## config.mk

```make
export PLATFORM = sky130hd
export DESIGN_NAME = zebra_detection_filter
export DESIGN_NICKNAME = d
export VERILOG_FILES = /design/src/rtl/zebra_detection_filter.sv
export SDC_FILE = /design/constraint.sdc
export NUM_CORES = 1
export LEC_CHECK = 0
export BUFFER_PORTS_ARGS = -buffer_cell sky130_fd_sc_hd__buf_2
export CORE_MARGIN = 2
export CORE_UTILIZATION = 50
export CTS_BUF_LIST = sky130_fd_sc_hd__clkbuf_8
export DETAILED_ROUTE_END_ITERATION = 7
export PLACE_DENSITY = 0.71
export SLEW_MARGIN = 10
export SYNTH_ARGS = -nofsm -noshare
export SYNTH_HDL_FRONTEND = slang
export SYNTH_SLANG_ARGS = --single-unit
```

## constraint.sdc

```tcl
create_clock -name clk -period 8.65 [get_ports clk]
set_input_delay 0 -clock clk [delete_from_list [all_inputs] [get_ports clk]]
set_output_delay 0 -clock clk [all_outputs]
set_load 0.01 [all_outputs]
```

## src/rtl/zebra_detection_filter.sv

```systemverilog
// zebra_detection_filter: temporal debounce of per-frame zebra crossing
// verdicts. Adds confirm/release hysteresis, a running confidence
// average and a staleness timeout.
module zebra_detection_filter #(
  parameter int CONFIRM_COUNT  = 3,
  parameter int RELEASE_COUNT  = 4,
  parameter int MIN_CONFIDENCE = 128,
  parameter int MIN_STRIPES    = 4,
  parameter int TIMEOUT_CYCLES = 1000000
) (
  input  logic        clk,
  input  logic        rst_n,
  input  logic        detection_valid,
  input  logic        crossing_detected,
  input  logic [7:0]  stripe_count,
  input  logic [15:0] confidence,
  output logic        crossing_confirmed,
  output logic        confirm_change,
  output logic [15:0] avg_confidence,
  output logic [1:0]  filter_state,
  output logic        stale
);
  localparam int IW = $clog2(TIMEOUT_CYCLES + 1);
  localparam logic [15:0]   MIN_CONF_W = 16'(MIN_CONFIDENCE);
  localparam logic [7:0]    MIN_STR_W  = 8'(MIN_STRIPES);
  localparam logic [3:0]    CONF_W     = 4'(CONFIRM_COUNT);
  localparam logic [3:0]    REL_W      = 4'(RELEASE_COUNT);
  localparam logic [IW-1:0] TMO_W      = IW'(TIMEOUT_CYCLES);

  typedef enum logic [1:0] {
    IDLE      = 2'd0,
    CANDIDATE = 2'd1,
    CONFIRMED = 2'd2,
    RELEASING = 2'd3
  } state_t;

  state_t        state, state_nx;
  logic [3:0]    pos_cnt, pos_nx, neg_cnt, neg_nx;
  logic [IW-1:0] idle_cnt, idle_nx;
  logic          stale_nx, confirmed_nx, qual, timeout;
  logic [17:0]   avg_sum;
  logic [15:0]   avg_nx;

  assign qual = crossing_detected && (confidence >= MIN_CONF_W) &&
                (stripe_count >= MIN_STR_W);

  // Idle counter saturates; timeout fires when it sits at the limit with no
  // strobe, so a strobe landing on the limit cycle wins.
  always_comb begin
    if (detection_valid)       idle_nx = '0;
    else if (idle_cnt != TMO_W) idle_nx = idle_cnt + 1'b1;
    else                       idle_nx = idle_cnt;
    timeout = !detection_valid && (idle_nx == TMO_W);
  end

  // State register: FSM, hysteresis counters, idle counter and registered outputs.
  always_ff @(posedge clk or negedge rst_n) begin
    if (!rst_n) begin
      state              <= IDLE;
      pos_cnt            <= '0;
      neg_cnt            <= '0;
      idle_cnt           <= '0;
      stale              <= 1'b0;
      crossing_confirmed <= 1'b0;
      confirm_change     <= 1'b0;
      avg_confidence     <= '0;
    end else begin
      state              <= state_nx;
      pos_cnt            <= pos_nx;
      neg_cnt            <= neg_nx;
      idle_cnt           <= idle_nx;
      stale              <= stale_nx;
      crossing_confirmed <= confirmed_nx;
      confirm_change     <= confirmed_nx != crossing_confirmed;
      avg_confidence     <= avg_nx;
    end
  end

  // Next-state logic: timeout forces IDLE; otherwise only a strobe advances.
  always_comb begin
    state_nx = state;
    pos_nx   = pos_cnt;
    neg_nx   = neg_cnt;
    stale_nx = stale;
    if (timeout) begin
      state_nx = IDLE;
      pos_nx   = '0;
      neg_nx   = '0;
      stale_nx = 1'b1;
    end else if (detection_valid) begin
      stale_nx = 1'b0;
      case (state)
        IDLE: if (qual) begin
          state_nx = CANDIDATE;
          pos_nx   = 4'd1;
        end
        CANDIDATE: if (qual) begin
          if (pos_cnt + 4'd1 == CONF_W) begin
            state_nx = CONFIRMED;
            pos_nx   = '0;
          end else begin
            pos_nx = pos_cnt + 4'd1;
          end
        end else begin
          state_nx = IDLE;
          pos_nx   = '0;
        end
        CONFIRMED: if (!qual) begin
          state_nx = RELEASING;
          neg_nx   = 4'd1;
        end
        RELEASING: if (!qual) begin
          if (neg_cnt + 4'd1 == REL_W) begin
            state_nx = IDLE;
            neg_nx   = '0;
          end else begin
            neg_nx = neg_cnt + 4'd1;
          end
        end else begin
          state_nx = CONFIRMED;
          neg_nx   = '0;
        end
        default: state_nx = IDLE;
      endcase
    end
  end

  // Output logic: next values of the registered outputs. The 18-bit sum
  // cannot overflow (3*0xFFFF + 0xFFFF < 2^18).
  always_comb begin
    confirmed_nx = (state_nx == CONFIRMED) || (state_nx == RELEASING);
    avg_sum      = 18'(avg_confidence) * 18'd3 + 18'(confidence);
    avg_nx       = detection_valid ? avg_sum[17:2] : avg_confidence;
  end

  assign filter_state = state;
endmodule

```

After elaboration in Yosys (flattened, before gate mapping)
Cells that the tools add are included.
- input bits: 28
- logic and storage cells: 63
- output and inout port bits: 21
- register bits after elaboration: 49
- $mul: 1
- muxes and demuxes: 25
- reductions and logical operators: 11
- magnitude comparators: 2
- equality and inequality tests: 12
- $add $sub $neg: 4
- operators with widths (kind ; number):
    20-bit 2-to-1 mux ; 2
    4-bit 2-to-1 mux ; 10
    20-bit by 1-bit adder with 20-bit output (second input constant) ; 1
    20-bit == test (second input constant) ; 1
    20-bit inequality test (second input constant) ; 1
    18-bit by 16-bit adder with 18-bit output ; 1
    16-bit by 2-bit multiplier with 18-bit output (second input constant) ; 1
    16-bit by 8-bit >= comparator with 1-bit output (second input constant) ; 1
    2-bit 2-to-1 mux ; 8
    4-bit one-hot mux with 2 select lines ; 2
    4-bit by 1-bit adder with 4-bit output (second input constant) ; 2
    2-bit == test (second input constant) ; 4
    8-bit by 3-bit >= comparator with 1-bit output (second input constant) ; 1
    2-bit one-hot mux with 4 select lines ; 1
    3-bit inequality test (second input constant) ; 2
    3-bit AND reduction ; 2
    3-bit nonzero test ; 2
    4-bit by 2-bit == test with 1-bit output (second input constant) ; 1
    4-bit by 3-bit == test with 1-bit output (second input constant) ; 1
    1-bit logical AND ; 3
    2-bit by 1-bit == test with 1-bit output (second input constant) ; 1
    2-bit zero test ; 1
    1-bit 2-to-1 mux ; 2
    2-bit nonzero test ; 1
    other kinds (3) ; 3

Logic depth before layout (Yosys ltp)
Gate-level depths: netlist (run 1).
- word-level depth: 10
- mapped depth: 10
- gate-level depth less buffers: 10

Least setup slack after synthesis (run 1)
No wires, ideal clock.
- path kind: reg2reg
- start: register idle_cnt[5]
- end: register pos_cnt[2]
- cell stages (with the launch flop): 9
- slack: 5.917 ns
- required time: 8.526 ns
- path buffers: 1
- period minus slack after synthesis: 2.733 ns
- library setup time: 0.124 ns
- arrival: 2.609 ns
- path through: dfrtp_1 -> nand4_1 -> buf_2 -> nor4_1 -> mux2_2 -> or4b_4 -> nor4_4 -> nor2_2 -> a211o_1
- word-level cells in the longest chain between the ends: 7
- elaborated cells on any way between the ends: 11
- those cells by class: add/sub: 1; eq/ne: 3; mux: 3; reduce/logical: 4
- ends and longest elaborated chain (what ; line ; RTL):
    from (decl) ; 39 ; logic [IW-1:0] idle_cnt, idle_nx;
    from (signal assigned) ; 71 ; idle_cnt <= idle_nx;
    20-bit by 1-bit adder with 20-bit output / 20-bit inequality test (equally long branches) ; 51 ; else if (idle_cnt != TMO_W) idle_nx = idle_cnt + 1'b1;
    20-bit 2-to-1 mux * ; 51 ;
    20-bit 2-to-1 mux * ; 50 ; if (detection_valid) idle_nx = '0;
    via idle_nx[15] ; 39 ;
    20-bit == test * ; 53 ; timeout = !detection_valid && (idle_nx == TMO_W);
    1-bit logical AND * ; 53 ;
    3-bit inequality test (no line), or another cell as far along ; n/a ;
    3-bit AND reduction (no line) ; n/a ;
    to (signal assigned) ; 69 ; pos_cnt <= pos_nx;
    to (decl) ; 38 ; logic [3:0] pos_cnt, pos_nx, neg_cnt, neg_nx;
The timed path passes the listed nets; every way through them passes the cells marked *.
A chain may end at the register's enable or synchronous reset.

Worst setup path after layout (run 1)
- start: register idle_cnt[6]
- end: register neg_cnt[0]
- word-level cells in the longest chain between the ends: 7
- elaborated cells on any way between the ends: 11
- those cells by class: add/sub: 1; eq/ne: 3; mux: 3; reduce/logical: 4
- ends and longest elaborated chain (what ; line ; RTL):
    20-bit by 1-bit adder with 20-bit output / 20-bit inequality test (equally long branches) ; 51 ;
    20-bit 2-to-1 mux * ; 51 ;
    20-bit 2-to-1 mux * ; 50 ;
    via idle_nx[15] ; 39 ;
    20-bit == test * ; 53 ;
    1-bit logical AND * ; 53 ;
    3-bit inequality test (no line), or another cell as far along ; n/a ;
    3-bit AND reduction (no line) ; n/a ;
    to (signal assigned) ; 70 ; neg_cnt <= neg_nx;
    to (decl) ; 38 ;
Marked as above.

==> results.txt, run 1 <==
The tools report the data arrival time of the critical path as 3.52 ns. The post-synthesis share of cell area spent on full adders, half adders and majority gates came out at 16.2%. After floorplanning, the core was sized to cover 6870 um2.

Setup repair after global routing left no endpoint under its margin. The synthesized netlist devotes 13.4% of its cell area to compound gates. For this run, the number of Yosys warnings is 0. Met1 demand-to-capacity share in global routing: 28.6%. The tools report the start point of the worst min-delay path as confidence[0]. After legalization and detailed placement, the total HPWL measured 5380 um. The initial utilization of the core area, before any placement, comes to 52.4%. The number of antenna diodes in the final layout is 0.

Hold violation count in the final report: 0. For this run, the top clock speed supported by timing is 301 MHz. The mux cell area share after synthesis is 6.05%. Biggest area consumer among synthesized cells: sky130_fd_sc_hd__dfrtp_1. The final route contains 2908 vias. After layout, the minimum clock period comes to 3.32 ns.

The run gives 2792 as the number of global-route vias before repair. Iteration-0 DRC count of the detailed router: 109. The number of setup buffers added after CTS is 0.

The die is 88.8 um wide. The tools report the largest net degree at the start of global routing as 54. The run finished with clean final reports. From bottom edge to top edge, the die measures 88.8 um.

The detail route stage leaves a number of antenna-violating nets equal to 0. The synthesized netlist occupies a cell area of 3600 um2. The top cell type by area accounts for 34.1% of the synthesized area.

The run gives 479 as the total number of nets in the final design. The met3 layer usage reported by global route is 2.71%, and the worst hold slack is 0.150 ns. The count of buffers added on input and output ports is 46. The number of gates resized after CTS was 0. The transition at the pin with the smallest max-transition slack is 1.04 ns. After synthesis, the mean cell area works out to 9.80 um2. Number of failing setup endpoints in the final timing report: 0.

Leaving out fill and tap cells, the most frequent cell in the layout is sky130_fd_sc_hd__dfrtp_1. The path class of the tightest hold or removal check is in -> reg. The worst clock skew on the final layout is 0.00988 ns, and the worst endpoint required time is 8.85 ns.

By area, the combinational part of the netlist is dominated by simple AND/OR/NAND/NOR gates. In the layout the commonest cells are sky130_fd_sc_hd__dfrtp_1, sky130_fd_sc_hd__buf_2, sky130_fd_sc_hd__nor2_1. The global-route congestion overflow total came out at 0.

The final layout contains routed wiring with a total length of 7370 um. Yosys mapped a number of flops with a built-in enable equal to 0. The number of synthesized register bits is 49, and the DRC violations left is 0. The cell sitting at the root of the clock tree is a sky130_fd_sc_hd__clkbuf_8. Counting every instance in the synthesized netlist gives 367. The layout has 624 filler cells. Clock-pin slew was measured on the worst setup and hold paths at 0.10 ns. The total routing usage reported by global routing is 20.5%, and the routability congestion estimate from global placement is 0.837. The portion of the clock cycle consumed by the worst path in the final layout was 38.4%; the largest driver fanout on the critical path was 13. The most critical setup path has its startpoint at idle_cnt[6]. The growth of design area from synthesis to finish is 12.5%, and the insertion delay to the later sink of the worst-skew pair is 0.31 ns.

Sink count of the clock tree: 49. The H-tree was split into 2 levels. Synthesis instantiated 63 different standard cells from the library.

For met2 alone, demand over resource in global routing was 33.7%. The static leakage power was 0.00178 uW; the setup total negative slack was 0 ns. The run gives 7890 um2 as the area enclosed by the die boundary. The startpoint identified for the worst register-to-register timing path is idle_cnt[6]. The startpoint type of the worst setup path is a register. The kind of end point of the critical path is a register. After synthesis, the share of flip-flops with an asynchronous set or reset is 100%. The basic-gate share of the synthesized area counting and, or, nand and nor cells was 21.7%; the global-route wire length before repair was 12700 um. Worst-case vdd ir drop: 0.000377 V.

Dividing the detail-routed via count by the number of cells gives 5.69. Type of the setup path with the least slack: reg -> reg. The initial antenna violation count is 0. Across the run, the number of max-cap violations was 0. The routed length per placed instance is 14.4 um, and the sequential-to-total area share from yosys stat is 34.1%. For this run, the leading register cell type out of synthesis is sky130_fd_sc_hd__dfrtp_1. The logs give 3920 um2 for the post-place instance area and 30.4% for the relative max-transition margin. After routing the design area is 4050 um2.

49 I/O pins were placed. For the final standard cell utilization of the core, the log shows 58.9%. The power density of the placed cells works out to 397 nW/um2. After Yosys synthesis, XOR and XNOR cells account for 6.09% of the synthesized area. No sink is reached through more buffers than the 2 on the longest clock path.

The logs give 0 for the max-slew violation count and 30 for the site row count. TritonCTS built the clock tree. The first TritonRoute pass finished after 4 iterations.

After synthesis, the cell types taking the most area are sky130_fd_sc_hd__dfrtp_1, sky130_fd_sc_hd__fa_1, sky130_fd_sc_hd__ha_1. In the final layout, the share of cells above drive strength 1 is 20.0%. The number of nets in the synthesized netlist is 432.

The setup check on the worst reg-to-reg path leaves a slack of 5.33 ns. The number of buffers created by CTS is 5. The most heavily used metal layer in global routing is met2.
stage by stage:
stage                     total power (uW)  setup WS, ns  instances
after global routing                  1770          5.10        511
after CTS                             1610          5.34        511
after detailed placement              1430          5.35        502
final                                 1610          5.33        511
after global placement                1410          5.41        502
after floorplan                       1220          5.92        367
worst paths after layout:
check | to | cells past startpoint
worst max-delay path | neg_cnt[0] | 7
min in group asynchronous | avg_confidence[2] | 3
worst max register to register | neg_cnt[0] | 7
worst min-delay path | avg_confidence[0] | 4
worst min register to register | confirm_change | 1
max in group asynchronous | avg_confidence[10] | 3
final cells by class:
cell class              instances  area, um2  area share (%)
clock buffers                   5       68.8            1.70
clock inverters                 3       42.5            1.05
inverters                      15       56.3            1.39
multi-input cells             295       2280            56.4
flip-flops and latches         49       1230            30.3
well taps                      96        120            2.97
repair buffers                 48        248            6.12
worst max-delay path: stages, from the launching register on:
cell and delay, ns:
sky130_fd_sc_hd__dfrtp_1 0.46, sky130_fd_sc_hd__nand4_1 0.45, sky130_fd_sc_hd__nor4_1 0.45, sky130_fd_sc_hd__mux2_2 0.39
sky130_fd_sc_hd__or4b_4 0.50, sky130_fd_sc_hd__nor4_4 0.50, sky130_fd_sc_hd__nor2_1 0.16, sky130_fd_sc_hd__a22o_1 0.28
registers in the layout, indices dropped and copies added (netlist names):
| register | flops |
|---|---|
| confirm_change | 1 |
| crossing_confirmed | 1 |
| filter_state | 2 |
| stale | 1 |
| pos_cnt | 4 |
| idle_cnt | 20 |
| avg_confidence | 16 |
| neg_cnt | 4 |
Yosys cell counts (all sizes together) (4+ instances only):
cell type   n
inv        14
a21oi      19
nand2b      5
mux2i       6
clkbuf      6
nor3       14
ha         21
xnor2      16
nor2       39
nand3      14
a31oi       4
fa         16
dfrtp      49
o31ai       5
a22o        4
a211oi      5
and3        4
nand4       7
nor4        8
xor2        9
or4         4
nand2      18
o21ai      14
mux2       14
a21o        6
nor2b       6
metal layers:
metal | vias up | share of wire, %
met5 | - | 0
met4 | 0 | 1.1
met3 | 8 | 3.7
met2 | 77 | 47
met1 | 1399 | 48
li1 | 1424 | -
power breakdown:
group	leakage (uW)	switching, uW	internal (uW)
sequential	0.000631	74.8	292
combinational	0.00109	541	533
clock	0.0000595	80.3	85.8
total	0.00178	696	910
kinds of logic after synthesis:
family          count (synthesis)
simple gates                  140
xor+xnor                       25
buf+inv                        23
fa+ha+maj                      37
mux                            20
compound gates                 73
flops                          49
what timing repair did:
item                                   4_1_cts  5_1_grt
endpoints found under the hold margin       49        0
hold buffers                                 1        0
setup endpoints to repair                    0        0
Power figures use the tool's default switching activity.
==> inputs of run 2 (changes only) <==
--- a/config.mk
+++ b/config.mk
@@ -10,7 +10,7 @@
 export CORE_UTILIZATION = 50
 export CTS_BUF_LIST = sky130_fd_sc_hd__clkbuf_8
 export DETAILED_ROUTE_END_ITERATION = 7
-export PLACE_DENSITY = 0.71
+export PLACE_DENSITY = 0.74
 export SLEW_MARGIN = 10
 export SYNTH_ARGS = -nofsm -noshare
 export SYNTH_HDL_FRONTEND = slang
==> constraint.sdc (replaced) <==
create_clock -name clk -period 2.8 [get_ports clk]
set_input_delay 0 -clock clk [delete_from_list [all_inputs] [get_ports clk]]
set_output_delay 0 -clock clk [all_outputs]
set_load 0.01 [all_outputs]
==> run 2 against run 1 <==
  * The flow now finishes with violations (setup timing)
  * Sequential power rose to 3.1 times the previous value
  * Core utilization rose by 5.4 points
  * Global-route usage rose by 1.4 points
  * Power rose to 3.6 times the previous value
  * Critical path depth rose by 3
  * Cell count rose by 6.5%
  * Via count rose by 5.4%
  * Critical path type unchanged
  * Highest routed layer unchanged
==> results.txt, run 2 (synthesized netlist as in run 1, its figures left out) <==
The tools report the DRC violations left as 0. The top cell types in the final layout, fill and taps aside, are sky130_fd_sc_hd__dfrtp_1, sky130_fd_sc_hd__buf_2, sky130_fd_sc_hd__nor2_1. The CTS H-tree depth is 2, and the area enclosed by the die boundary is 7890 um2. Across the run, the number of max-cap violations was 0. The number of antenna diodes in the final layout is 0.

Entering global routing, the biggest net connects 34 pins. The worst endpoint required time is 2.99 ns, and the total chip power is 5750 uW. The worst setup path is captured at a register. The post-CTS clock slew at the launch and capture registers of the worst setup and hold paths is 0.09 ns, and the summed area of non-filler cells in the final layout is 4420 um2. Input and output buffers added on the ports amount to 46. The analysis attributes to cell leakage a power of 0.00197 uW. The first global-routing pass estimated 13600 um of wire. The number of nets with antenna violations after detailed routing is 0, and the placeable core area is 6870 um2. The run finished, with violations left. The number of failing setup endpoints in the final timing report came out at 1.

Of the cells placed in the final design, the portion with a size suffix greater than 1 is 29.9%. The worst setup path is of the reg -> reg kind. The leading cell type in the layout, fill and taps excluded was sky130_fd_sc_hd__dfrtp_1.

In the routed layout, each cell is associated on average with a via count of 5.64. In this run the horizontal extent of the chip is 88.8 um. The final critical path takes up 101% of the cycle.

The startpoint type of the worst setup path was a register. STA puts the critical path data arrival time at 3.02 ns. Counting I/O delays and the setup requirement, the final critical path takes 2.82 ns.

In this run the cell area measured after placement is 4120 um2. The insertion delay to the later sink of the worst-skew pair is 0.30 ns, and the relative max-transition margin is 46.6%. The checks that failed: setup timing. After detailed routing, the average wire length per cell comes to 14.6 um. Of all nets on the critical path, the largest fanout is 4. The hold violation count in the final report came out at 0. The logs give 2 for the deepest clock path buffer count and 0 for the initial antenna violation count. At the pin with the least slew margin, the transition time is 0.801 ns. Detailed routing inserted a total of 3066 vias. Derived from the worst setup path, the maximum achievable clock frequency is 354 MHz. The worst hold path begins at confidence[0]. The first detailed-routing pass ran for 5 iterations.

Setup repair after global routing could not meet its margin everywhere. In this run the worst hold path is classified as in -> reg. For this block, the initial DRC count from the detailed router was 82. The final setup slack of the worst path was -0.0238 ns.

The tools report the startpoint of the lowest-slack register-to-register path as avg_confidence[1]. TritonCTS built the clock tree. The register with the most flip-flops is idle_cnt. The total overflow left after global routing is 0. Setup total negative slack: -0.0238 ns. At the end of routability-driven placement, the weighted congestion stood at 0.876. The number of flip-flops in the largest register is 20. The floorplan step set the die height to 88.8 um.

The number of global-route vias before repair is 3088. The area growth from synthesis to layout is 22.8%. Tracing the worst setup path back leads to its startpoint at avg_confidence[1]. For the total routing usage reported by global routing, the log shows 21.8%.

The cell chosen for the clock root was sky130_fd_sc_hd__clkbuf_8. The net count of the finished layout is 513. Number of placed I/O pins: 49. The total wire length after detailed routing came out at 7960 um.

The worst clock skew on the final layout is 0.00865 ns, and the worst-case vdd ir drop is 0.00124 V. Counting every sink on the clock net gives 49. In the final layout, the registers with the most flip-flops are idle_cnt: 20 flops, avg_confidence: 16 flops.

The site row count was 30; the half-perimeter wire length of the detailed placement result was 5990 um. In this run the power density over the cells is 1300 nW/um2. The tools report the starting density of the core as 52.4%. The number of buffers created by CTS came out at 5. The logs give 0 for the max-slew violation count and 557 for the number of fill cells in the layout.
## run 2: routing by layer
layer / global-route usage (%) / wire length, um / vias to the layer above
li1: - / - / 1495
met4: 5.92 / 102 / 0
met5: 0 / 0 / -
met3: 3.54 / 235 / 11
met2: 37.4 / 3860 / 54
met1: 28.7 / 3760 / 1506
## run 2: report_power, final
| part | internal [uW] | leakage [uW] | total [uW] | switching [uW] |
|---|---|---|---|---|
| clock network | 193 | 0.0000485 | 428 | 235 |
| logic | 2130 | 0.00130 | 4200 | 2070 |
| registers | 904 | 0.000628 | 1120 | 221 |
## run 2: repair_timing
| action | CTS | global route |
|---|---|---|
| gates resized for setup | 4 | 23 |
| hold endpoints to repair | 33 | 0 |
| setup buffers | 0 | 7 |
| pin swaps | 0 | 11 |
| setup endpoints to repair | 6 | 19 |
| hold buffers | 2 | 0 |
## run 2: area by class of cell
class	count	area [um2]	area share, %
sequential	49	1230	27.8
timing repair buffer	82	505	11.4
multi-input combinational	295	2420	54.8
tap	96	120	2.72
clock buffer	6	82.6	1.87
clock inverter	1	3.75	0.0850
inverter	15	56.3	1.27
## run 2: worst max-delay path, cell delays in order, from the launching register on
cell and delay (ns):
sky130_fd_sc_hd__dfrtp_2 0.44, sky130_fd_sc_hd__fa_1 0.49, sky130_fd_sc_hd__ha_1 0.29, sky130_fd_sc_hd__nand4_1 0.12, sky130_fd_sc_hd__a211oi_2 0.31, sky130_fd_sc_hd__a41oi_2 0.18
sky130_fd_sc_hd__a211oi_2 0.20, sky130_fd_sc_hd__buf_4 0.16, sky130_fd_sc_hd__a41o_1 0.19, sky130_fd_sc_hd__xor2_1 0.06, sky130_fd_sc_hd__mux2_2 0.27
## run 2: through the flow
stage	setup WS, ns	std cells	util (%)	hold slack, ns
final	-0.0238	544	64.3	0.218
after global routing	-0.130	544	64.3	0.246
after CTS	-0.0295	537	61.8	0.170
after detailed placement	-0.0965	528	60.0	0.138
after global placement	-0.0210	528	60.0	0.130
after floorplan	0.0668	367	-	-0.296
## run 2: final timing paths
path	endpoint	slack, ns	cells past startpoint
min reg2reg	confirm_change	0.46	1
min	avg_confidence[0]	0.22	4
max in group asynchronous	filter_state[0]	1.74	3
max	avg_confidence[14]	-0.02	10
max reg2reg	avg_confidence[14]	-0.02	10
min in group asynchronous	avg_confidence[8]	0.31	2
==> inputs of run 3 (changes only) <==
--- a/config.mk
+++ b/config.mk
@@ -7,10 +7,10 @@
 export LEC_CHECK = 0
 export BUFFER_PORTS_ARGS = -buffer_cell sky130_fd_sc_hd__buf_2
 export CORE_MARGIN = 2
-export CORE_UTILIZATION = 50
+export CORE_UTILIZATION = 54
 export CTS_BUF_LIST = sky130_fd_sc_hd__clkbuf_8
 export DETAILED_ROUTE_END_ITERATION = 7
-export PLACE_DENSITY = 0.74
+export PLACE_DENSITY = 0.79
 export SLEW_MARGIN = 10
 export SYNTH_ARGS = -nofsm -noshare
 export SYNTH_HDL_FRONTEND = slang
==> run 3 against run 2 <==
  * The flow still finishes with violations (setup timing)
  * Clock skew is 0.0026 ns lower
  * Wire length grew 0.65%
  * Global-route usage increased by 1.2 points
  * Cell count fell by 3.3%
  * Critical endpoint unchanged
==> results.txt, run 3 (synthesized netlist as in run 1, its figures left out) <==
The detailed router placed 3086 vias in this run. Subtracting the final worst setup slack from the clock period gives 2.85 ns. For this run, the top clock speed supported by timing is 351 MHz. The number of flip-flops in the largest register came out at 20. Setup repair after global routing could not meet its margin everywhere. The relative max-transition margin was 39.6%; the largest net degree at the start of global routing was 41.

The worst setup path is launched from a register. For this block, wires on met1 add up to 3600 um. The static leakage power came out at 0.00195 uW. The area enclosed by the die boundary is 7330 um2. The most critical setup path has its startpoint at avg_confidence[1]. The global-route wire length before repair is 13800 um.

The fraction of layout cells with a size suffix above 1 came out at 29.8%. The type of the setup path with the least slack was reg -> reg. At the end of routability-driven placement, the weighted congestion stood at 0.934. CTS built an H-tree with a depth of 2. Following the worst setup path forward leads to its endpoint at avg_confidence[14]. The register with the most flip-flops was idle_cnt.

STA classifies the critical path endpoint as a register. The flow ran to the end, but the final reports show violations. The max-slew violation count came out at 0. Wire segments on met3 add up to 356 um in the final route. The area growth from synthesis to layout is 20.7%.

Detailed routing placed a total of 3980 um of wire on met2. The initial antenna violation count was 0. Final setup slack of the worst path: -0.0471 ns. Dividing the detail-routed via count by the number of cells gives 5.87. The count of TritonRoute iterations in the first routing pass is 5.

The transition at the pin with the smallest max-transition slack came out at 0.906 ns. Of all nets on the critical path, the largest fanout is 4. The run gives 0 as the number of nets with antenna violations after detailed routing.

The sink count of the clock tree was 49. The logs give 5780 um for the half-perimeter wire length of the detailed placement result and 3.05 ns for the data arrival time of the critical path. The y dimension of the die is 85.6 um, and the worst-case register-to-register setup slack is -0.05 ns. The worst-case vdd ir drop was 0.00143 V.

The routed length per placed instance is 15.2 um. Destination of the worst register-to-register timing path: avg_confidence[14]. Input and output buffers added on the ports amount to 46.

The deepest clock path buffer count is 2, and the number of failing setup endpoints in the final timing report is 3. The repair_antennas step left the layout with diodes totalling 0. Worst clock skew on the final layout: 0.00604 ns. In the layout the commonest cells are sky130_fd_sc_hd__dfrtp_1, sky130_fd_sc_hd__buf_2, sky130_fd_sc_hd__nor2_1. In the final layout, the registers with the most flip-flops are idle_cnt: 20 flops, avg_confidence: 16 flops.

The cell chosen for the clock root is sky130_fd_sc_hd__clkbuf_8. The worst path uses 102% of the clock period. The highest layer touched by signal routing is met4. At the placement stage, the worst setup path has a slack of -0.0705 ns. In this run the standard cell core region covers 6390 um2. The floorplan has 29 rows.

The logs give 3138 for the number of global-route vias before repair and 506 for the placed cell count. 49 I/O pins were placed. For this configuration, the core starts out at a cell density of 56.3%. The run gives 0 as the hold violation count in the final report.

Dividing total power by cell area gives a power density of 1310 nW/um2. In the global route stage, overall resource usage came out at 23.1%. The run gives 3.00 ns as the worst endpoint required time. The leading cell type in the layout, fill and taps excluded is sky130_fd_sc_hd__dfrtp_1.

The tools report the number of max-cap violations as 0. The run gives 0.30 ns as the insertion delay to the later sink of the worst-skew pair. TritonCTS built the clock tree. After clock tree synthesis, the clock-pin slew on the worst setup and hold paths is 0.10 ns. At the end of the flow, the number of nets in the layout was 513. The x dimension of the die was 85.6 um.

The startpoint identified for the worst register-to-register timing path is avg_confidence[1]. The iteration-0 DRC count of the detailed router is 157, and the worst hold slack is 0.0850 ns. Leaving out filler cells and counting taps, the final layout contains 526.

The worst register-to-register path has a depth of 10. The global-route congestion overflow total came out at 0. The run gives 5 as the number of buffers created by CTS. The checks that failed: setup timing. The tightest min-delay check is of the in -> reg type. For this run, design rule violations remaining after detail routing come to 0. Summed over all layers, the routed wires come to 8020 um.
==> run 3: cell types whose count changed in the layout (fill, tap and decap cells not counted), sizes merged <==
cell / delta
clkinvlp: +2
buf: +1
clkbuf: -1
dlygate4sd3: -1
==> run 3: worst min-delay path by stage <==
stage               cells past startpoint                 to       startpoint
floorplan                               0  avg_confidence[0]            rst_n
CTS                                     2              stale  detection_valid
global placement                        1  avg_confidence[1]            rst_n
detailed placement                      1  avg_confidence[0]            rst_n
finish                                  2              stale  detection_valid
global route                            2              stale  detection_valid
==> run 3: layout make-up <==
class / instances / area, um2
tap: 77 / 96.3
clock buffer: 5 / 68.8
timing repair buffer: 82 / 503
multi-input combinational: 295 / 2370
clock inverter: 3 / 18.8
sequential: 49 / 1230
inverter: 15 / 56.3
fill: 501 / 2040
==> run 3: through the flow <==
| step | total power, uW | setup TNS [ns] | util [%] | cell area (um2) |
|---|---|---|---|---|
| 3_3_place_gp | 4530 | -0.00357 | 63.8 | 4070 |
| 3_5_place_dp | 4650 | -0.163 | 63.8 | 4070 |
| 6_report | 5690 | -0.107 | 68.0 | 4340 |
| 4_1_cts | 5400 | -0.0885 | 66.8 | 4270 |
| 2_1_floorplan | 3760 | 0 | - | 3600 |
| 5_1_grt | 6230 | -0.580 | 68.0 | 4340 |
==> run 3: report_power, final <==
group          internal (uW)  switching, uW
combinational           2100           2030
clock                    173            255
sequential               904            220
total                   3180           2510
==> run 3: what timing repair did <==
item | CTS | global route
endpoints found under the setup margin | 5 | 21
cloned | 0 | 0
pin swaps | 7 | 9
hold buffers | 1 | 0
hold endpoints to repair | 39 | 0
buffers inserted | 9 | 2
resized for setup | 7 | 14
==> run 3: worst max-delay path, cell delays in order (launching register included) <==
cell	delay, ns
sky130_fd_sc_hd__dfrtp_2	0.45
sky130_fd_sc_hd__fa_1	0.50
sky130_fd_sc_hd__ha_1	0.31
sky130_fd_sc_hd__nand4_1	0.15
sky130_fd_sc_hd__a211oi_2	0.29
sky130_fd_sc_hd__a41oi_2	0.17
sky130_fd_sc_hd__a211oi_2	0.22
sky130_fd_sc_hd__buf_4	0.16
sky130_fd_sc_hd__a41o_1	0.17
sky130_fd_sc_hd__xor2_1	0.07
sky130_fd_sc_hd__mux2_4	0.25
==> run 3: layer usage <==
layer / up-vias / GRT usage, %
met3: 6 / 3.37
met4: 0 / 5.92
met2: 84 / 38.6
li1: 1497 / -
met5: - / 0
met1: 1499 / 31.7
